## src/rtl/bp_mc_mmio_pkg.sv

```systemverilog
// Shared types for the BlackParrot/manycore MMIO link: EPA layout, device map,
// responder states, a minimal BedRock memory message and the EPA decode helper.
package bp_mc_mmio_pkg;

    localparam int unsigned bp_paddr_width_lp = 40;
    localparam int unsigned bp_data_width_lp  = 64;

    localparam logic [39:0] cfg_dev_base_addr_gp         = 40'h00_0020_0000;
    localparam logic [39:0] clint_dev_base_addr_gp       = 40'h00_0030_0000;
    localparam logic [39:0] bp_cfg_mem_base_cce_ucode_gp = 40'h00_0000_8000;

    typedef struct packed {
        logic [3:0]  dev;
        logic [11:0] addr;
    } bp_epa_s;

    typedef enum logic [3:0] {
        DevCfg   = 4'd0,
        DevUcode = 4'd1,
        DevClint = 4'd2
    } bp_mc_dev_e;

    typedef enum logic [2:0] {
        StIdle,
        StCmd,
        StWait,
        StAck,
        StRet
    } bp_mc_state_e;

    typedef enum logic [3:0] {
        e_bedrock_mem_rd    = 4'd0,
        e_bedrock_mem_wr    = 4'd1,
        e_bedrock_mem_uc_rd = 4'd2,
        e_bedrock_mem_uc_wr = 4'd3
    } bp_bedrock_mem_type_e;

    typedef enum logic [2:0] {
        e_bedrock_msg_size_1 = 3'd0,
        e_bedrock_msg_size_2 = 3'd1,
        e_bedrock_msg_size_4 = 3'd2,
        e_bedrock_msg_size_8 = 3'd3
    } bp_bedrock_msg_size_e;

    typedef struct packed {
        logic [1:0] lce_id;
    } bp_bedrock_mem_payload_s;

    typedef struct packed {
        bp_bedrock_msg_size_e         size;
        bp_bedrock_mem_payload_s      payload;
        logic [bp_paddr_width_lp-1:0] addr;
        bp_bedrock_mem_type_e         msg_type;
    } bp_bedrock_mem_header_s;

    typedef struct packed {
        logic [bp_data_width_lp-1:0] data;
        bp_bedrock_mem_header_s      header;
    } bp_bedrock_mem_msg_s;

    localparam int unsigned cce_mem_msg_width_lp = $bits(bp_bedrock_mem_msg_s);

    typedef struct packed {
        logic       is_byte_op;
        logic       is_hex_op;
        logic       is_unsigned_op;
        logic [1:0] part_sel;
    } bsg_manycore_load_info_s;

    function automatic logic epa_is_mapped(bp_epa_s epa);
        return epa.dev < 4'd3;
    endfunction

    // Offsets are in 64-bit words on the BP side.
    function automatic logic [39:0] epa_to_bp_addr(bp_epa_s epa);
        logic [39:0] off;
        off = {25'b0, epa.addr, 3'b000};
        case (epa.dev)
            DevCfg:   return cfg_dev_base_addr_gp + off;
            DevUcode: return cfg_dev_base_addr_gp + bp_cfg_mem_base_cce_ucode_gp + off;
            DevClint: return clint_dev_base_addr_gp + off;
            default:  return '0;
        endcase
    endfunction

endpackage

```

## src/rtl/bp_mc_mmio_responder_if.sv

```systemverilog
// Endpoint in-request/out-response group and BP I/O command/response ports,
// named from the responder's point of view (slave = responder, master = environment).
interface bp_mc_mmio_responder_if #(
    parameter int unsigned mc_data_width_p = 32,
    parameter int unsigned mc_addr_width_p = 28
);
    import bp_mc_mmio_pkg::*;

    logic                         in_v_i;
    logic [mc_data_width_p-1:0]   in_data_i;
    logic [mc_data_width_p/8-1:0] in_mask_i;
    logic [mc_addr_width_p-1:0]   in_addr_i;
    logic                         in_we_i;
    bsg_manycore_load_info_s      in_load_info_i;
    logic                         in_yumi_o;
    logic [mc_data_width_p-1:0]   returning_data_o;
    logic                         returning_v_o;

    bp_bedrock_mem_msg_s          io_cmd_o;
    logic                         io_cmd_v_o;
    logic                         io_cmd_yumi_i;
    bp_bedrock_mem_msg_s          io_resp_i;
    logic                         io_resp_v_i;
    logic                         io_resp_ready_o;

    modport slave (
        input  in_v_i, in_data_i, in_mask_i, in_addr_i, in_we_i, in_load_info_i,
        output in_yumi_o, returning_data_o, returning_v_o,
        output io_cmd_o, io_cmd_v_o,
        input  io_cmd_yumi_i, io_resp_i, io_resp_v_i,
        output io_resp_ready_o
    );

    modport master (
        output in_v_i, in_data_i, in_mask_i, in_addr_i, in_we_i, in_load_info_i,
        input  in_yumi_o, returning_data_o, returning_v_o,
        input  io_cmd_o, io_cmd_v_o,
        output io_cmd_yumi_i, io_resp_i, io_resp_v_i,
        input  io_resp_ready_o
    );

endinterface

```

## src/rtl/bp_mc_load_extract.sv

```systemverilog
// Selects a byte/half/word from a 32-bit load result and sign- or zero-extends it
// according to the manycore load info.
module bp_mc_load_extract
    import bp_mc_mmio_pkg::*;
(
    input  logic [31:0]             data_i,
    input  bsg_manycore_load_info_s load_info_i,
    output logic [31:0]             data_o
);

    logic [7:0]  byte_sel;
    logic [15:0] half_sel;
    logic        sext;

    always_comb begin
        byte_sel = data_i[{load_info_i.part_sel, 3'b000} +: 8];
        half_sel = load_info_i.part_sel[1] ? data_i[31:16] : data_i[15:0];
        sext     = !load_info_i.is_unsigned_op;
        if (load_info_i.is_byte_op) begin
            data_o = {{24{sext & byte_sel[7]}}, byte_sel};
        end else if (load_info_i.is_hex_op) begin
            data_o = {{16{sext & half_sel[15]}}, half_sel};
        end else begin
            data_o = data_i;
        end
    end

endmodule

```

## src/rtl/bp_mc_mmio_responder.sv

```systemverilog
// Turns manycore endpoint remote requests into single uncached BedRock commands on the
// BP I/O port and returns the completion; one transaction in flight at a time.
module bp_mc_mmio_responder
    import bp_mc_mmio_pkg::*;
(
    input  logic                  clk_i,
    input  logic                  reset_n_i,
    bp_mc_mmio_responder_if.slave bus_io,
    output logic [7:0]            err_count_o,
    output logic [7:0]            stray_count_o
);

    bp_mc_state_e            state_q;
    bp_bedrock_mem_msg_s     cmd_d, cmd_q;
    logic                    cmd_v_q, resp_ready_q, in_yumi_q, ret_v_q, ret_zero_q;
    logic [31:0]             resp_data_q, ret_data_q, load_data;
    bsg_manycore_load_info_s load_info_q;
    logic [7:0]              err_q, stray_q;
    bp_epa_s                 epa;
    logic                    mapped;

    assign epa    = bus_io.in_addr_i[15:0];
    assign mapped = epa_is_mapped(epa);

    always_comb begin
        cmd_d                       = '0;
        cmd_d.header.msg_type       = bus_io.in_we_i ? e_bedrock_mem_uc_wr : e_bedrock_mem_uc_rd;
        cmd_d.header.size           = e_bedrock_msg_size_8;
        cmd_d.header.payload.lce_id = 2'b10;
        cmd_d.header.addr           = epa_to_bp_addr(epa);
        cmd_d.data                  = 64'(bus_io.in_data_i);
    end

    bp_mc_load_extract u_load_extract (
        .data_i      (resp_data_q),
        .load_info_i (load_info_q),
        .data_o      (load_data)
    );

    always_ff @(posedge clk_i or negedge reset_n_i) begin
        if (!reset_n_i) begin
            state_q      <= StIdle;
            cmd_q        <= '0;
            cmd_v_q      <= 1'b0;
            resp_ready_q <= 1'b1;
            in_yumi_q    <= 1'b0;
            ret_v_q      <= 1'b0;
            ret_zero_q   <= 1'b0;
            ret_data_q   <= '0;
            resp_data_q  <= '0;
            load_info_q  <= '0;
            err_q        <= '0;
            stray_q      <= '0;
        end else begin
            in_yumi_q <= 1'b0;
            ret_v_q   <= 1'b0;
            case (state_q)
                StIdle: begin
                    // Nothing is outstanding, so any response here is discarded.
                    if (bus_io.io_resp_v_i && stray_q != 8'hFF) stray_q <= stray_q + 8'd1;
                    if (bus_io.in_v_i) begin
                        load_info_q  <= bus_io.in_load_info_i;
                        ret_zero_q   <= bus_io.in_we_i || !mapped;
                        resp_ready_q <= 1'b0;
                        if (mapped) begin
                            cmd_q   <= cmd_d;
                            cmd_v_q <= 1'b1;
                            state_q <= StCmd;
                        end else begin
                            if (err_q != 8'hFF) err_q <= err_q + 8'd1;
                            in_yumi_q <= 1'b1;
                            state_q   <= StAck;
                        end
                    end
                end
                StCmd: begin
                    if (bus_io.io_cmd_yumi_i) begin
                        cmd_v_q      <= 1'b0;
                        resp_ready_q <= 1'b1;
                        state_q      <= StWait;
                    end
                end
                StWait: begin
                    if (bus_io.io_resp_v_i) begin
                        resp_data_q  <= bus_io.io_resp_i.data[31:0];
                        resp_ready_q <= 1'b0;
                        in_yumi_q    <= 1'b1;
                        state_q      <= StAck;
                    end
                end
                StAck: begin
                    ret_v_q    <= 1'b1;
                    ret_data_q <= ret_zero_q ? 32'd0 : load_data;
                    state_q    <= StRet;
                end
                StRet: begin
                    resp_ready_q <= 1'b1;
                    state_q      <= StIdle;
                end
                default: state_q <= StIdle;
            endcase
        end
    end

    assign bus_io.io_cmd_o         = cmd_q;
    assign bus_io.io_cmd_v_o       = cmd_v_q;
    assign bus_io.io_resp_ready_o  = resp_ready_q;
    assign bus_io.in_yumi_o        = in_yumi_q;
    assign bus_io.returning_v_o    = ret_v_q;
    assign bus_io.returning_data_o = ret_data_q;
    assign err_count_o             = err_q;
    assign stray_count_o           = stray_q;

    // Upper EPA bits, the store mask and the upper response half carry no meaning here.
    logic unused_sigs;
    assign unused_sigs = ^{bus_io.in_addr_i[$bits(bus_io.in_addr_i)-1:16], bus_io.in_mask_i,
                           bus_io.io_resp_i.header, bus_io.io_resp_i.data[63:32]};

endmodule

```

## src/flat_wrapper.sv

```systemverilog
// flat-port wrapper written by rule: the top's interface ports become plain ports
module bp_mc_mmio_responder_flat import bp_mc_mmio_pkg::*;
  (clk_i, reset_n_i, err_count_o, stray_count_o, bus_io_in_v_i, bus_io_in_data_i, bus_io_in_mask_i, bus_io_in_addr_i, bus_io_in_we_i, bus_io_in_load_info_i, bus_io_in_yumi_o, bus_io_returning_data_o, bus_io_returning_v_o, bus_io_io_cmd_o, bus_io_io_cmd_v_o, bus_io_io_cmd_yumi_i, bus_io_io_resp_i, bus_io_io_resp_v_i, bus_io_io_resp_ready_o);
  bp_mc_mmio_responder_if bus_io_i ();
  input  logic clk_i;
  input  logic reset_n_i;
  output logic [7:0] err_count_o;
  output logic [7:0] stray_count_o;
  input wire logic [$bits(bus_io_i.in_v_i)-1:0] bus_io_in_v_i;
  input wire logic [$bits(bus_io_i.in_data_i)-1:0] bus_io_in_data_i;
  input wire logic [$bits(bus_io_i.in_mask_i)-1:0] bus_io_in_mask_i;
  input wire logic [$bits(bus_io_i.in_addr_i)-1:0] bus_io_in_addr_i;
  input wire logic [$bits(bus_io_i.in_we_i)-1:0] bus_io_in_we_i;
  input wire logic [$bits(bus_io_i.in_load_info_i)-1:0] bus_io_in_load_info_i;
  output wire logic [$bits(bus_io_i.in_yumi_o)-1:0] bus_io_in_yumi_o;
  output wire logic [$bits(bus_io_i.returning_data_o)-1:0] bus_io_returning_data_o;
  output wire logic [$bits(bus_io_i.returning_v_o)-1:0] bus_io_returning_v_o;
  output wire logic [$bits(bus_io_i.io_cmd_o)-1:0] bus_io_io_cmd_o;
  output wire logic [$bits(bus_io_i.io_cmd_v_o)-1:0] bus_io_io_cmd_v_o;
  input wire logic [$bits(bus_io_i.io_cmd_yumi_i)-1:0] bus_io_io_cmd_yumi_i;
  input wire logic [$bits(bus_io_i.io_resp_i)-1:0] bus_io_io_resp_i;
  input wire logic [$bits(bus_io_i.io_resp_v_i)-1:0] bus_io_io_resp_v_i;
  output wire logic [$bits(bus_io_i.io_resp_ready_o)-1:0] bus_io_io_resp_ready_o;
  assign bus_io_i.in_v_i = bus_io_in_v_i;
  assign bus_io_i.in_data_i = bus_io_in_data_i;
  assign bus_io_i.in_mask_i = bus_io_in_mask_i;
  assign bus_io_i.in_addr_i = bus_io_in_addr_i;
  assign bus_io_i.in_we_i = bus_io_in_we_i;
  assign bus_io_i.in_load_info_i = bus_io_in_load_info_i;
  assign bus_io_in_yumi_o = bus_io_i.in_yumi_o;
  assign bus_io_returning_data_o = bus_io_i.returning_data_o;
  assign bus_io_returning_v_o = bus_io_i.returning_v_o;
  assign bus_io_io_cmd_o = bus_io_i.io_cmd_o;
  assign bus_io_io_cmd_v_o = bus_io_i.io_cmd_v_o;
  assign bus_io_i.io_cmd_yumi_i = bus_io_io_cmd_yumi_i;
  assign bus_io_i.io_resp_i = bus_io_io_resp_i;
  assign bus_io_i.io_resp_v_i = bus_io_io_resp_v_i;
  assign bus_io_io_resp_ready_o = bus_io_i.io_resp_ready_o;
  bp_mc_mmio_responder u_core (.clk_i(clk_i), .reset_n_i(reset_n_i), .bus_io(bus_io_i), .err_count_o(err_count_o), .stray_count_o(stray_count_o));
endmodule
```

## config.mk

```make
export PLATFORM = sky130hd
export DESIGN_NAME = bp_mc_mmio_responder_flat
export DESIGN_NICKNAME = d
export VERILOG_FILES = /design/src/rtl/bp_mc_mmio_pkg.sv /design/src/rtl/bp_mc_mmio_responder_if.sv /design/src/rtl/bp_mc_load_extract.sv /design/src/rtl/bp_mc_mmio_responder.sv /design/src/flat_wrapper.sv
export SDC_FILE = /design/constraint.sdc
export NUM_CORES = 1
export LEC_CHECK = 0
export CAP_MARGIN = 10
export CORE_AREA = 2 2 138 140
export DETAILED_ROUTE_END_ITERATION = 8
export DIE_AREA = 0 0 140 142
export PLACE_DENSITY = 0.77
export SLEW_MARGIN = 0
export SYNTH_ARGS = -nofsm -noshare
export SYNTH_HDL_FRONTEND = slang
export SYNTH_HIERARCHICAL = 1
export SYNTH_SLANG_ARGS = --single-unit
```

## constraint.sdc

```tcl
create_clock -name clk_i -period 2 [get_ports clk_i]
set_clock_uncertainty 0.05 [all_clocks]
set_input_delay 0.4 -clock clk_i [delete_from_list [all_inputs] [get_ports clk_i]]
set_output_delay 0.4 -clock clk_i [all_outputs]
set_load 0.02 [all_outputs]
```

==> run metrics, run 1 <==
status complete, but fails checks; failing checks DRC; core area 0.0185 mm²; fin cells between 1,000 and 1,500; min-delay worst type register to register; share of cells above drive strength 1 0.198; Max VDD drop 0.781 mV; startpoint type of the worst setup path register; Critical Path End Type output pin; Ports 353; H-tree levels 4; crit-path max cell delay between 0.6 and 0.7 ns; Fmax a little over 500 MHz; Die Ht approximately 140 µm; final count of negative-setup-slack endpoints 0; Core Util, Final 0.532; asr flop ratio synth 1.00; count leader, synth dfrtp_1; WP buf/inv 1; Core Rows 50; I/O Buffers approximately 190; DP Cell Count 1,029; post-synth top area cell dfrtp_1; Synth top cells by count dfrtp_1 (141), mux2_2 (69), buf_4 (68); final hold viol count 0; Top delay family on crit path buffers and inverters; Area contributors post-synth dfrtp_1 (50%), mux2_2 (11%), buf_4 (7.2%), nand2b_1 (4.5%), mux2_4 (3.8%); Final Net Count 1,005; Cell variety after synth 43; ys flop type dfrtp_1; Power Density between 1500 and 2000 mW/mm²; routed length per instance roughly 17 µm; max-slew violations 0; drt total wl ~18,000 µm; GP Congestion between 0.8 and 0.9; initial drt markers ~270; Filler Cell Count 1,593; Slew headroom 0.555; initial antenna violation count 2; worst-path maximum fanout 6; first-pass detailed-route iteration total 9; number of synthesized flops with an enable pin 0; DRC 26; CTS tree built; vias per inst between 4 and 5; crit path DAT 1.50 ns; CTS Buffer Depth 2; clock sinks 142; clock latency on the worst-skew pair 0.42 ns; Tot Pwr around 16 mW; Overall Global Routing Usage 0.177; remaining antenna violation count 0; share of the synthesized area in the top cell type 0.500; Pleak approximately 4.4 nW; synthesized flop and latch total between 100 and 150; Synth warnings 6; max_cap viols 0; Layout area overhead 39.2%; global-route congestion overflow total 0; Post-DP HPWL around 13,000 µm; vias 5,000; Place WS -0.0943 ns; die area 0.0199 mm²; Seq/Total Area, Yosys 0.504; clock slew at reported path FFs 0.06 ns; fin crit share 0.974; Worst-Margin Slew about 0.66 ns; Cell Area, Synth 0.00705 mm²; crit path cell chain clkdlybuf4s50_1; RSZ-0062 raised after global routing no; vias in the first global route around 5,100; worst setup margin 0.0526 ns; storage element area 0.00355 mm²; CP Class register to output pin; Worst path slowest cell clkdlybuf4s50_1; WP data required between 1.5 and 2 ns; CTS Buf Count 17; largest net degree at the start of global routing 67; Mapped Avg Cell Area 11.7 µm²; fin crit period between 1.5 and 2 ns; width of the die 140 µm; CTS root buf clkbuf_16; Initial Util 0.382; global-route wire length before repair about 27,000 µm; Syn Inst Count about 600; area occupied by multi-input gates ~0.003 mm²
==> registers in the layout, summed over array words and instances (netlist names) <==
name	flops
u_core/err_count_o	8
u_core/bus_io.io_resp_ready_o	1
u_core/load_info_q	5
u_core/bus_io.io_cmd_v_o	1
u_core/ret_zero_q	1
u_core/state_q	3
u_core/resp_data_q	32
u_core/bus_io.in_yumi_o	1
u_core/bus_io.io_cmd_o	49
u_core/stray_count_o	8
u_core/bus_io.returning_data_o	32
u_core/bus_io.returning_v_o	1
==> cell usage in the layout, fill, tap and decap left out, types with 4 or more instances in the layout <==
cell             count
a211oi_1            10
a21oi_1             30
a221oi_1             7
and3_1              10
buf_12               6
buf_4               30
bufinv_16            4
clkbuf_16           17
clkdlybuf4s50_1    187
conb_1              61
dfrtp_1            141
inv_1                6
inv_6                5
mux2_2              69
mux2_4              18
mux2i_1             26
nand2_1             38
nand2b_1            51
nand3_1              6
nand4_1              6
nor2_1              11
nor3_1               4
o21ai_0             34
xnor2_1              6
xor2_1               7
==> per-layer routing <==
metal,vias up,part of all wire,global-route usage
met4,2,0.017,0.0638
met3,18,0.063,0.0508
met1,2424,0.42,0.225
met2,164,0.50,0.292
met5,-,0.00090,0
li1,2392,-,-
==> stage by stage <==
| stage | area [µm²] | hold WS, ns | TNS [ns] |
|---|---|---|---|
| after floorplan | 7280 | 0.0544 | 0 |
| after global placement | 9170 | 0.312 | -4.58 |
| after detailed placement | 9170 | 0.310 | -3.97 |
| after CTS | 9810 | 0.429 | 0 |
| after global routing | 9820 | 0.442 | 0 |
| final | 9820 | 0.424 | 0 |
==> cell families (layout without fill, tap and decap cells) <==
| kind of cell | after synthesis | after routing | share of synthesized area |
|---|---|---|---|
| flops | 142 | 142 | 0.504 |
| compound gates | 91 | 91 | 0.0809 |
| simple gates | 136 | 136 | 0.108 |
| buf+inv | 104 | 270 | 0.102 |
| fa+ha+maj | 2 | 2 | 0.00355 |
| xor+xnor | 13 | 13 | 0.0161 |
| mux | 113 | 113 | 0.185 |
| other cells | 1 | 62 | 0.000532 |
==> power by group <==
group | internal, mW | switching (mW) | leakage [nW] | total, mW
sequential | 4.13 | 1.09 | 1.78 | 5.22
clock | 2.12 | 1.32 | 0.308 | 3.44
combinational | 3.80 | 3.60 | 2.32 | 7.40
==> worst paths after layout <==
check,start,endpoint,slack (ns),cells past startpoint
max,u_core/stray_count_o[2],stray_count_o[2],0.05,1
min,u_core/bus_io.io_cmd_o[25],u_core/bus_io.io_cmd_o[25],0.42,1
max reg2reg,u_core/load_info_q[0],u_core/bus_io.returning_data_o[25],0.17,6
min reg2reg,u_core/bus_io.io_cmd_o[25],u_core/bus_io.io_cmd_o[25],0.42,1
max in group asynchronous,reset_n_i,u_core/bus_io.io_cmd_o[75],0.88,3
min in group asynchronous,reset_n_i,u_core/bus_io.returning_data_o[8],0.43,2
==> area by class of cell <==
cell class | count | area share
timing repair buffer | 231 | 0.234
sequential | 142 | 0.362
tap | 234 | 0.0298
clock buffer | 18 | 0.0437
inverter | 7 | 0.00268
multi-input combinational | 416 | 0.306
clock inverter | 14 | 0.0209
antenna | 1 | 0.000255
==> what timing repair did <==
action	CTS	global route
endpoints found under the hold margin	39	0
hold buffers	1	0
setup buffers	0	0
pin swaps	0	0
gates resized for setup	3	3
endpoints found under the setup margin	3	3
No activity file was read; power rests on OpenSTA's default activity.
==> run 2: changes to the inputs <==
--- a/config.mk
+++ b/config.mk
@@ -7,6 +7,7 @@
 export LEC_CHECK = 0
 export CAP_MARGIN = 10
 export CORE_AREA = 2 2 138 140
+export CTS_CLUSTER_DIAMETER = 80
 export DETAILED_ROUTE_END_ITERATION = 8
 export DIE_AREA = 0 0 140 142
 export PLACE_DENSITY = 0.77
==> results of run 2 <==
Final layout, timing and power as in run 1 (identical DEF).
==> run 3: changes to the inputs <==
--- a/config.mk
+++ b/config.mk
@@ -11,8 +11,10 @@
 export DETAILED_ROUTE_END_ITERATION = 8
 export DIE_AREA = 0 0 140 142
 export PLACE_DENSITY = 0.77
+export REMOVE_ABC_BUFFERS = 1
 export SLEW_MARGIN = 0
 export SYNTH_ARGS = -nofsm -noshare
 export SYNTH_HDL_FRONTEND = slang
 export SYNTH_HIERARCHICAL = 1
 export SYNTH_SLANG_ARGS = --single-unit
+export TNS_END_PERCENT = 100
==> run metrics, run 3 (synthesis gave the netlist of run 1 again) <==
routed length per instance 15.6 µm (was 16.7 µm); max reg flops 49 (unchanged); DP Cell Count 1,027 (was 1,029); vias in the first global route 4,987 (was 5,057); remaining antenna violation count 0 (unchanged); Power Density 1610 mW/mm² (was 1640 mW/mm²); WP buf/inv 1 (unchanged); failing checks DRC (unchanged); Worst-Margin Slew 0.897 ns (was 0.665 ns); largest net degree at the start of global routing 66 (was 67); RSZ-0062 raised after global routing no (unchanged); Initial Util 0.382 (unchanged); clock slew at reported path FFs 0.06 ns (about the same); global-route congestion overflow total 0 (unchanged); CTS Buffer Depth 2 (unchanged); core area 0.0185 mm² (unchanged); most common cell after layout, fill and taps aside clkdlybuf4s50_1 (unchanged); DRC 30 (was 26); CP Class register to output pin (unchanged); sequential share of power 0.328 (was 0.325); final instance area 0.00975 mm² (was 0.00982 mm²); Die Ht 142 µm (unchanged); worst-path maximum fanout 6 (unchanged); initial drt markers 236 (was 266); crit path cell chain clkdlybuf4s50_1 (unchanged); Clock power frac 0.200 (was 0.214); Pleak 4.36 nW (was 4.41 nW); width of the die 140 µm (unchanged); vias 5,018 (was 5,000); final hold viol count 0 (unchanged); P_int 9.80 mW (was 10.0 mW); min-delay worst type input port to asynchronous set/reset pin (was register to register); Post-DP HPWL 11,600 µm (was 13,000 µm); fin crit period 1.94 ns (was 1.95 ns); NetSw 5.86 mW (was 6.02 mW); final count of negative-setup-slack endpoints 0 (unchanged); clock sinks 142 (unchanged); Critical Path End Type output pin (unchanged); max-slew violations 0 (unchanged); CTS Buf Count 17 (unchanged); worst setup margin 0.0641 ns (was 0.0526 ns); status complete, but fails checks (unchanged); Ports 353 (unchanged); most frequent cells in the layout clkdlybuf4s50_1 (188), dfrtp_1 (141), mux2_2 (69), conb_1 (61), nand2b_1 (51) (was clkdlybuf4s50_1 (187), dfrtp_1 (141), mux2_2 (69), conb_1 (61), nand2b_1 (51)); vias per inst 4.73 (was 4.70); Place WS -0.0957 ns (was -0.0943 ns); Final TNS setup 0 ns (unchanged); Max VDD drop 0.817 mV (was 0.781 mV); Top delay family on crit path buffers and inverters (unchanged); Final Net Count 1,003 (was 1,005); clock latency on the worst-skew pair 0.41 ns (was 0.42 ns); crit-path max cell delay 0.64 ns (about the same); Layout area overhead 38.2% (was 39.2%); initial antenna violation count 2 (unchanged); share of cells above drive strength 1 0.195 (was 0.198); GP Congestion 0.750 (was 0.846); H-tree levels 4 (unchanged); switching part of the total 0.374 (was 0.375); max_cap viols 0 (unchanged); final hold slack 0.336 ns (was 0.424 ns); Core Util, Final 0.528 (was 0.532); Overall Global Routing Usage 0.168 (was 0.177); Tot Pwr 15.7 mW (was 16.1 mW); crit path DAT 1.49 ns (was 1.50 ns); die area 0.0199 mm² (unchanged); dpl cell area 0.00914 mm² (was 0.00917 mm²); I/O Buffers 194 (unchanged); part of the power in combinational logic 0.472 (was 0.461); Worst path slowest cell clkdlybuf4s50_1 (unchanged); Slew headroom 0.402 (was 0.555); global-route wire length before repair 26,300 µm (was 27,400 µm); fin crit share 0.968 (was 0.974); fin cells 1,061 (was 1,063); CTS tree built (unchanged); Fmax 517 MHz (was 514 MHz); Core Rows 50 (unchanged); WP data required 1.55 ns (about the same); startpoint type of the worst setup path register (unchanged); CTS root buf clkbuf_16 (unchanged); first-pass detailed-route iteration total 9 (unchanged); drt total wl 16,600 µm (was 17,800 µm)
==> run 3: final cells by class <==
class	instances	area, µm²
flip-flops and latches	142	3550
well taps	234	293
multi-input cells	416	3010
fillers	1659	8710
inverters	7	26.3
diodes	1	2.50
clock buffers	20	447
clock inverters	12	138
repair buffers	229	2280
==> run 3: worst paths after layout <==
check                                           start                                  to  slack, ns  depth (start not counted)
max                             u_core/err_count_o[0]                      err_count_o[0]       0.06                          1
min in group clk_i         u_core/bus_io.io_cmd_o[25]          u_core/bus_io.io_cmd_o[25]       0.42                          1
max reg2reg                         u_core/state_q[2]             u_core/stray_count_o[5]       0.25                          5
min                                         reset_n_i  u_core/bus_io.returning_data_o[12]       0.34                          2
min reg2reg                u_core/bus_io.io_cmd_o[25]          u_core/bus_io.io_cmd_o[25]       0.42                          1
max in group asynchronous                   reset_n_i       u_core/bus_io.io_resp_ready_o       0.95                          3
==> run 3: power by group through the flow <==
stage                     Clock, mW  Sequential [mW]  Combinational (mW)
after floorplan                   0             6.17                3.10
after global placement            0             5.12                7.32
after detailed placement          0             5.18                7.43
after CTS                      3.23             5.15                7.46
after global routing           3.37             5.33                7.96
final                          3.13             5.14                7.39
==> run 3: worst reg2reg max path: stages, from the launching register on <==
cell,delay [ns]
dfrtp_1,0.46
buf_4,0.20
nor4b_1,0.36
o21ai_2,0.20
nor3_1,0.25
xor2_1,0.17
==> run 3: metal layers <==
layer	track usage	routed length [µm]
met1	0.217	7170
met2	0.274	8050
met3	0.0585	1190
met4	0.0436	149
met5	0	10
==> run 3: timing repair <==
action                     4_1_cts  5_1_grt
hold endpoints to repair        15        0
gates resized for setup          1        4
setup endpoints to repair        1        4
setup buffers                    0        0
hold buffers                     1        0
